[src/rtl/uart_pkg.sv]
// Shared definitions for the UART transmit frame controller: FSM state
// encoding, line-level constants and parity-type encodings.
package uart_pkg;

  // Frame controller states, one bit time each except DATA
  typedef enum logic [2:0] {
    IDLE   = 3'd0,
    START  = 3'd1,
    DATA   = 3'd2,
    PARITY = 3'd3,
    STOP   = 3'd4
  } state_t;

  // Line levels
  localparam logic START_BIT  = 1'b0;
  localparam logic STOP_BIT   = 1'b1;
  localparam logic IDLE_LEVEL = 1'b1;

  // Parity type encodings on PAR_TYP
  localparam logic EVEN = 1'b0;
  localparam logic ODD  = 1'b1;

endpackage

[src/rtl/uart_parity_calc.sv]
// Registered parity of the word accepted for transmission.
// The parity type is applied at load time, so the stored bit is already the
// value to put on the line; the type does not need to be kept separately.
// Built only when UART_TX_PARITY_EN is defined.
module uart_parity_calc
  import uart_pkg::*;
#(
  parameter int DATA_WIDTH = 8
) (
  input  logic                  Clk,
  input  logic                  Reset,
  input  logic                  load,
  input  logic [DATA_WIDTH-1:0] data,
  input  logic                  par_typ,
  output logic                  parity
);

  logic [DATA_WIDTH:0] xor_chain;
  logic                parity_reg;

  // Seed the chain with 1 for odd parity so the result is ^data ^ par_typ
  assign xor_chain[0] = (par_typ == ODD);

  generate
    for (genvar gi = 0; gi < DATA_WIDTH; gi++) begin : g_xor
      assign xor_chain[gi+1] = xor_chain[gi] ^ data[gi];
    end
  endgenerate

  // Capture the parity of the word at the moment it is accepted
  always_ff @(posedge Clk or negedge Reset) begin
    if (!Reset) begin
      parity_reg <= 1'b0;
    end else if (load) begin
      parity_reg <= xor_chain[DATA_WIDTH];
    end
  end

  assign parity = parity_reg;

endmodule

[src/rtl/uart_tx_frame_ctrl.sv]
// UART transmit frame controller: accepts a parallel word, launches the
// serializer and frames the line as start / data / [parity] / stop.
// Optional build macro: UART_TX_PARITY_EN (parity state and parity register).
// Without it PAR_EN and PAR_TYP are ignored and every frame has no parity bit.
module uart_tx_frame_ctrl
  import uart_pkg::*;
#(
  parameter int DATA_WIDTH = 8
) (
  input  logic                  Clk,
  input  logic                  Reset,
  input  logic [DATA_WIDTH-1:0] P_DATA,
  input  logic                  Data_Valid,
  input  logic                  PAR_EN,
  input  logic                  PAR_TYP,
  input  logic                  ser_done,
  input  logic                  ser_data,
  output logic                  ser_en,
  output logic [DATA_WIDTH-1:0] ser_p_data,
  output logic                  TX_OUT,
  output logic                  Busy
);

  state_t                state_reg;
  logic                  ser_en_reg;
  logic [DATA_WIDTH-1:0] ser_p_data_reg;
  logic                  accept;
  logic                  tx_next;

  // A new word is taken only when idle or in the last bit of a frame
  assign accept = Data_Valid && ((state_reg == IDLE) || (state_reg == STOP));

`ifdef UART_TX_PARITY_EN
  logic par_en_reg;
  logic parity_bit;

  uart_parity_calc #(
    .DATA_WIDTH(DATA_WIDTH)
  ) u_parity_calc (
    .Clk     (Clk),
    .Reset   (Reset),
    .load    (accept),
    .data    (P_DATA),
    .par_typ (PAR_TYP),
    .parity  (parity_bit)
  );

  // Freeze the parity enable for the frame being sent
  always_ff @(posedge Clk or negedge Reset) begin
    if (!Reset) begin
      par_en_reg <= 1'b0;
    end else if (accept) begin
      par_en_reg <= PAR_EN;
    end
  end
`else
  // Parity configuration inputs are kept on the port list but have no effect
  logic unused_par_cfg;
  assign unused_par_cfg = PAR_EN ^ PAR_TYP;
`endif

  // Frame sequencer; ser_en is registered so it is high for the START cycle only
  always_ff @(posedge Clk or negedge Reset) begin
    if (!Reset) begin
      state_reg      <= IDLE;
      ser_en_reg     <= 1'b0;
      ser_p_data_reg <= '0;
    end else begin
      ser_en_reg <= 1'b0;
      if (accept) begin
        ser_p_data_reg <= P_DATA;
      end
      case (state_reg)
        IDLE: begin
          if (Data_Valid) begin
            state_reg  <= START;
            ser_en_reg <= 1'b1;
          end
        end
        START: begin
          state_reg <= DATA;
        end
        DATA: begin
          if (ser_done) begin
`ifdef UART_TX_PARITY_EN
            state_reg <= par_en_reg ? PARITY : STOP;
`else
            state_reg <= STOP;
`endif
          end
        end
`ifdef UART_TX_PARITY_EN
        PARITY: begin
          state_reg <= STOP;
        end
`endif
        STOP: begin
          if (Data_Valid) begin
            state_reg  <= START;
            ser_en_reg <= 1'b1;
          end else begin
            state_reg <= IDLE;
          end
        end
        default: begin
          state_reg <= IDLE;
        end
      endcase
    end
  end

  // Line level decoded from the registered state
  always_comb begin
    tx_next = IDLE_LEVEL;
    case (state_reg)
      START:  tx_next = START_BIT;
      DATA:   tx_next = ser_data;
`ifdef UART_TX_PARITY_EN
      PARITY: tx_next = parity_bit;
`endif
      STOP:   tx_next = STOP_BIT;
      default: tx_next = IDLE_LEVEL;
    endcase
  end

  assign TX_OUT     = tx_next;
  assign Busy       = (state_reg != IDLE);
  assign ser_en     = ser_en_reg;
  assign ser_p_data = ser_p_data_reg;

endmodule

[config.mk]
export PLATFORM = sky130hd
export DESIGN_NAME = uart_tx_frame_ctrl
export DESIGN_NICKNAME = d
export VERILOG_FILES = /design/src/rtl/uart_pkg.sv /design/src/rtl/uart_parity_calc.sv /design/src/rtl/uart_tx_frame_ctrl.sv
export SDC_FILE = /design/constraint.sdc
export NUM_CORES = 1
export LEC_CHECK = 0
export CORE_MARGIN = 2
export CORE_UTILIZATION = 37
export CTS_CLUSTER_SIZE = 40
export DETAILED_ROUTE_END_ITERATION = 8
export GPL_ROUTABILITY_DRIVEN = 1
export PLACE_DENSITY = 0.74
export RECOVER_POWER = 25
export SLEW_MARGIN = 25
export SYNTH_ARGS = -nofsm -noshare
export SYNTH_HDL_FRONTEND = slang
export SYNTH_SLANG_ARGS = --single-unit
[constraint.sdc]
create_clock -name Clk -period 1.6 [get_ports Clk]
set_input_delay 0.48 -clock Clk [delete_from_list [all_inputs] [get_ports Clk]]
set_output_delay 0.48 -clock Clk [all_outputs]
set_load 0.005 [all_outputs]
* Yosys cells after proc, flatten, opt, wreduce, memory -nomap -nowiden
Cells that the tools add are included.
** Operators by class
- Add/subtract/negate cells :: 0
- Multipliers :: 0
- Div/mod/pow operators :: 0
- Magnitude comparators :: 0
- Eq/ne operators :: 5
- Shift-type cells :: 0
- Multiplexer cells :: 7
- Bitwise operators :: 0
- Reductions and logical operators :: 6
** Operators by type and width (count)
- $pmux W3 S4 :: 1
- $mux W3 :: 2
- $ne A2 B2 Y1 const B :: 2
- $eq A3 B1 Y1 const B :: 1
- $eq A3 B2 Y1 const B :: 1
- $eq A3 B3 Y1 const B :: 1
- $logic_not A3 Y1 :: 1
- $mux W1 :: 3
- $reduce_bool A3 Y1 :: 1
- $pmux W1 S2 :: 1
- $reduce_and A2 Y1 :: 1
- $reduce_or A2 Y1 :: 1
- $logic_and A1 B1 Y1 :: 1
- $logic_or A1 B1 Y1 :: 1
** Storage, ports and cells
- Register bits :: 12
- Bits in latches :: 0
- RAM bits :: 0
- Bits in read-only memories :: 0
- Input port bits :: 15
- Output and inout bits :: 11
- Word-level logic and storage cells :: 21
- Memories kept :: 0

* Logic depth before layout (Yosys ltp)
- Depth after elaboration :: 3
- Depth in mapped cells :: 3
- Gate-level depth less buffers :: 2

* Worst setup path after synthesis
Ideal clock, no wire load.
- Path type :: flip-flop to output port
- From :: reg state_reg[0]
- To :: out Busy
- Data arrival time :: 869 ps
- Data required time :: 1120 ps
- Slack :: 251 ps
- Cell stages (with the launch flop) :: 2
- Path buffers :: 0
- Path through :: dfrtp_1 -> or3_2
** On the way
- Cells in the longest elaborated chain, start to end :: 1
** Ends and longest elaborated chain
- start: declaration :: line uart_tx_frame_ctrl.sv:24 : state_t state_reg;
- start signal: assignment :: line uart_tx_frame_ctrl.sv:65 : state_reg <= IDLE;
- start signal: assignment :: line uart_tx_frame_ctrl.sv:76 : state_reg <= START;
- start signal: assignment :: line uart_tx_frame_ctrl.sv:81 : state_reg <= DATA;
- $reduce_bool A3 Y1 :: line uart_tx_frame_ctrl.sv:127 : assign Busy = (state_reg != IDLE);
- end: declaration :: line uart_tx_frame_ctrl.sv:21 : output logic Busy
No other way between the ends.

* Final worst setup path
- From :: reg state_reg[0]
- To :: out TX_OUT
** On the way
- Cells in the longest elaborated chain, start to end :: 2
- Elaborated cells on any way between the ends :: 3
- Those cells by class :: eq/ne (2); mux (1)
** Ends and longest elaborated chain
- $eq A3 B2 Y1 or $eq A3 B1 Y1 (tied branches) :: line uart_tx_frame_ctrl.sv:115 : case (state_reg)
- $pmux W1 S2 (*) :: line uart_tx_frame_ctrl.sv:115
- end: declaration :: line uart_tx_frame_ctrl.sv:20 : output logic TX_OUT,
Every way passes the cells marked *; elsewhere a longest branch is shown, timed or not.

==> metrics.yaml <==
outcome: "finished, violations left"
violations: "negative setup slack"
synth_largest_area_cell: "dfrtp_1"
fin_ws_ps: -131
worst-path-max-fanout: 3
cts-root-buf: "clkbuf_4"
initial_core_util_pct: 39.2
synth_most_common_cell: "dfrtp_1"
grt_pass1_vias: 374
synth_warnings: 0
fp.dieW_um: 41.1
synthTopCellsByCount: "dfrtp_1 (12), mux2_4 (8), nor3b_1 (3)"
synth_top_area_share_pct: 58.8
critPathRequiredTime_ps: 1120
synth_top_family_by_area: "multiplexers"
largest_register_ffs: 8
cts_buffers: 3
intPower_w: 0.00115
vias_per_cell: 4.64
hold_viol: 0
gr-total-overflow: 0
crit_type: "register to output pin"
fin_cells: 84
synthCells: 30
rsz0062_at_grt: "true"
synth_compound_area_share_pct: 3.43
tightest_slew_ps: 253
area_growth_syn_to_layout_pct: 76.5
synth-seq-cells: 12
period_share_pct: 108
clk_latency_ps: 270
grtUsageTotal_pct: 15.9
pwr-share-seq_pct: 32.7
die_y_um: 41.1
antenna_left: 0
layout.nets: 85
fp.coreArea_mm2: 0.00130
swShare_pct: 26.1
drive_gt1_share_pct: 44.9
combPwrFrac_pct: 52.2
grt_pass1_wl_mm: 1.64
crit_path_start_kind: "register"
vias: 390
synth_area_um2: 510
clockPowerShare_pct: 15.1
power.switching_w: 0.000408
wire_per_inst_um: 13.0
synth_area_leaders: "dfrtp_1 (59%), mux2_4 (24%), nor3b_1 (4.4%)"
synth_fp_nets: 45
synth_xor_area_share_pct: 0
first_pass_iters: 4
fmax_mhz: 578
hold_path_class: "primary input to async pin"
dieArea_mm2: 0.00169
slew_headroom_pct: 83.1
skew_ps: 4.15
avgSynthCellArea_um2: 17.0
slew_violations: 0
cp.arrival_ps: 1250
ios: 26
async_flop_share_pct: 100
p_leak_nw: 0.439
rows: 13
diodes: 0
clkTransAtPathRegs_ps: 70
synthMuxAreaShare_pct: 23.5
cap_violations: 0
dp_hpwl_um: 802
grt_max_degree: 8
final_util_pct: 69.2
setup_violations: 2
io_buffer_count: 23
stdcell_area_um2: 901
cts_tree: "done"
synth_flop_cell: "dfrtp_1"
ys_types: 10
ys_seq_area_share_pct: 58.8
antenna_found_initial: 0
irDropWorstVdd_mv: 0.783
cts_buffer_depth: 2
drc_errors: 0
clock_sinks: 12
synth_edf_count: 0
power.density_mw_per_mm2: 1730
fin_crit_ps: 1730
place.gp.congestion: 0.672
synth_fa_ha_area_share_pct: 0
worst_setup_path_end_kind: "output pin"
drt-total-wl_mm: 1.09
dpl.cell_count: 75
drt_iter0_drc: 2
htree_levels: 1
tns_ps: -160
dpl_cell_area_um2: 808
synth-simple-area-share_pct: 12.0
## worst paths after layout
| check | startpoint | end | slack [ps] | cells past startpoint |
|---|---|---|---|---|
| max reg2reg | state_reg[0] | ser_p_data[0] | 20 | 6 |
| min in group Clk | ser_p_data[5] | ser_p_data[5] | 510 | 1 |
| min | Reset | ser_p_data[1] | 500 | 1 |
| max in group asynchronous | Reset | ser_p_data[2] | 660 | 2 |
| max | state_reg[0] | TX_OUT | -130 | 5 |
| min reg2reg | ser_p_data[5] | ser_p_data[5] | 510 | 1 |
## power groups by stage
| stage | combinational (W) | clock [W] | sequential (W) |
|---|---|---|---|
| after global routing | 0.000886 | 0.000256 | 0.000528 |
| final | 0.000814 | 0.000235 | 0.000510 |
| after floorplan | 0.000310 | 0 | 0.000541 |
| after global placement | 0.000734 | 0 | 0.000524 |
| after CTS | 0.000785 | 0.000245 | 0.000509 |
| after detailed placement | 0.000748 | 0 | 0.000525 |
## layout make-up
class / instances / area, µm²
Sequential cell: 12 / 300
Fill cell: 105 / 400
Multi-Input combinational cell: 17 / 214
Timing Repair Buffer: 36 / 332
Tap cell: 15 / 18.8
Clock buffer: 4 / 36.3
## worst max-delay path, cell delays in order, from the launching register on
cell,delay (ps)
dfrtp_1,420
buf_6,140
buf_6,110
nor3b_2,140
o21bai_1,60
buf_2,120
## cells in the final DEF (no fill, tap or decap)
master           count
clkbuf_8             1
nor3b_1              2
buf_6                5
nor3b_2              1
buf_2                1
clkbuf_1             1
and4bb_2             1
mux2_4               8
dlygate4sd2_1        7
nor2b_1              1
o21bai_1             1
or3_4                1
o21ba_2              1
buf_4                8
clkdlybuf4s50_1     11
dlymetal6s2s_1       2
dfrtp_1             12
nor3b_4              1
dlygate4sd3_1        1
clkbuf_4             3
## per-stage QoR
| stage | setup WS [ps] | hold WS, ps | power [W] |
|---|---|---|---|
| 2_1_floorplan | 251 | 184 | 0.000851 |
| 3_3_place_gp | -473 | 491 | 0.00126 |
| 3_5_place_dp | -480 | 494 | 0.00127 |
| 4_1_cts | -133 | 427 | 0.00154 |
| 5_1_grt | -181 | 512 | 0.00167 |
| 6_report | -131 | 503 | 0.00156 |
## cells by family (layout without fill, tap and decap cells)
| kind of cell | Yosys count | count (layout) |
|---|---|---|
| AOI/OAI and AO/OA | 2 | 2 |
| buffers and inverters | 1 | 40 |
| DFF | 12 | 12 |
| muxes | 8 | 8 |
| and+or+nand+nor | 7 | 7 |
## per-layer routing
layer,track usage (%),routed length (µm)
met1,17.7,464
met2,27.3,537
met3,8.15,90
met4,2.42,0
met5,0,0
## timing repair
item	4_1_cts	5_1_grt
pin swaps	3	3
hold buffers	0	0
setup endpoints to repair	9	12
gates resized for setup	20	5
setup buffers	4	1
Note: power is estimated with default switching activity, not from simulation.
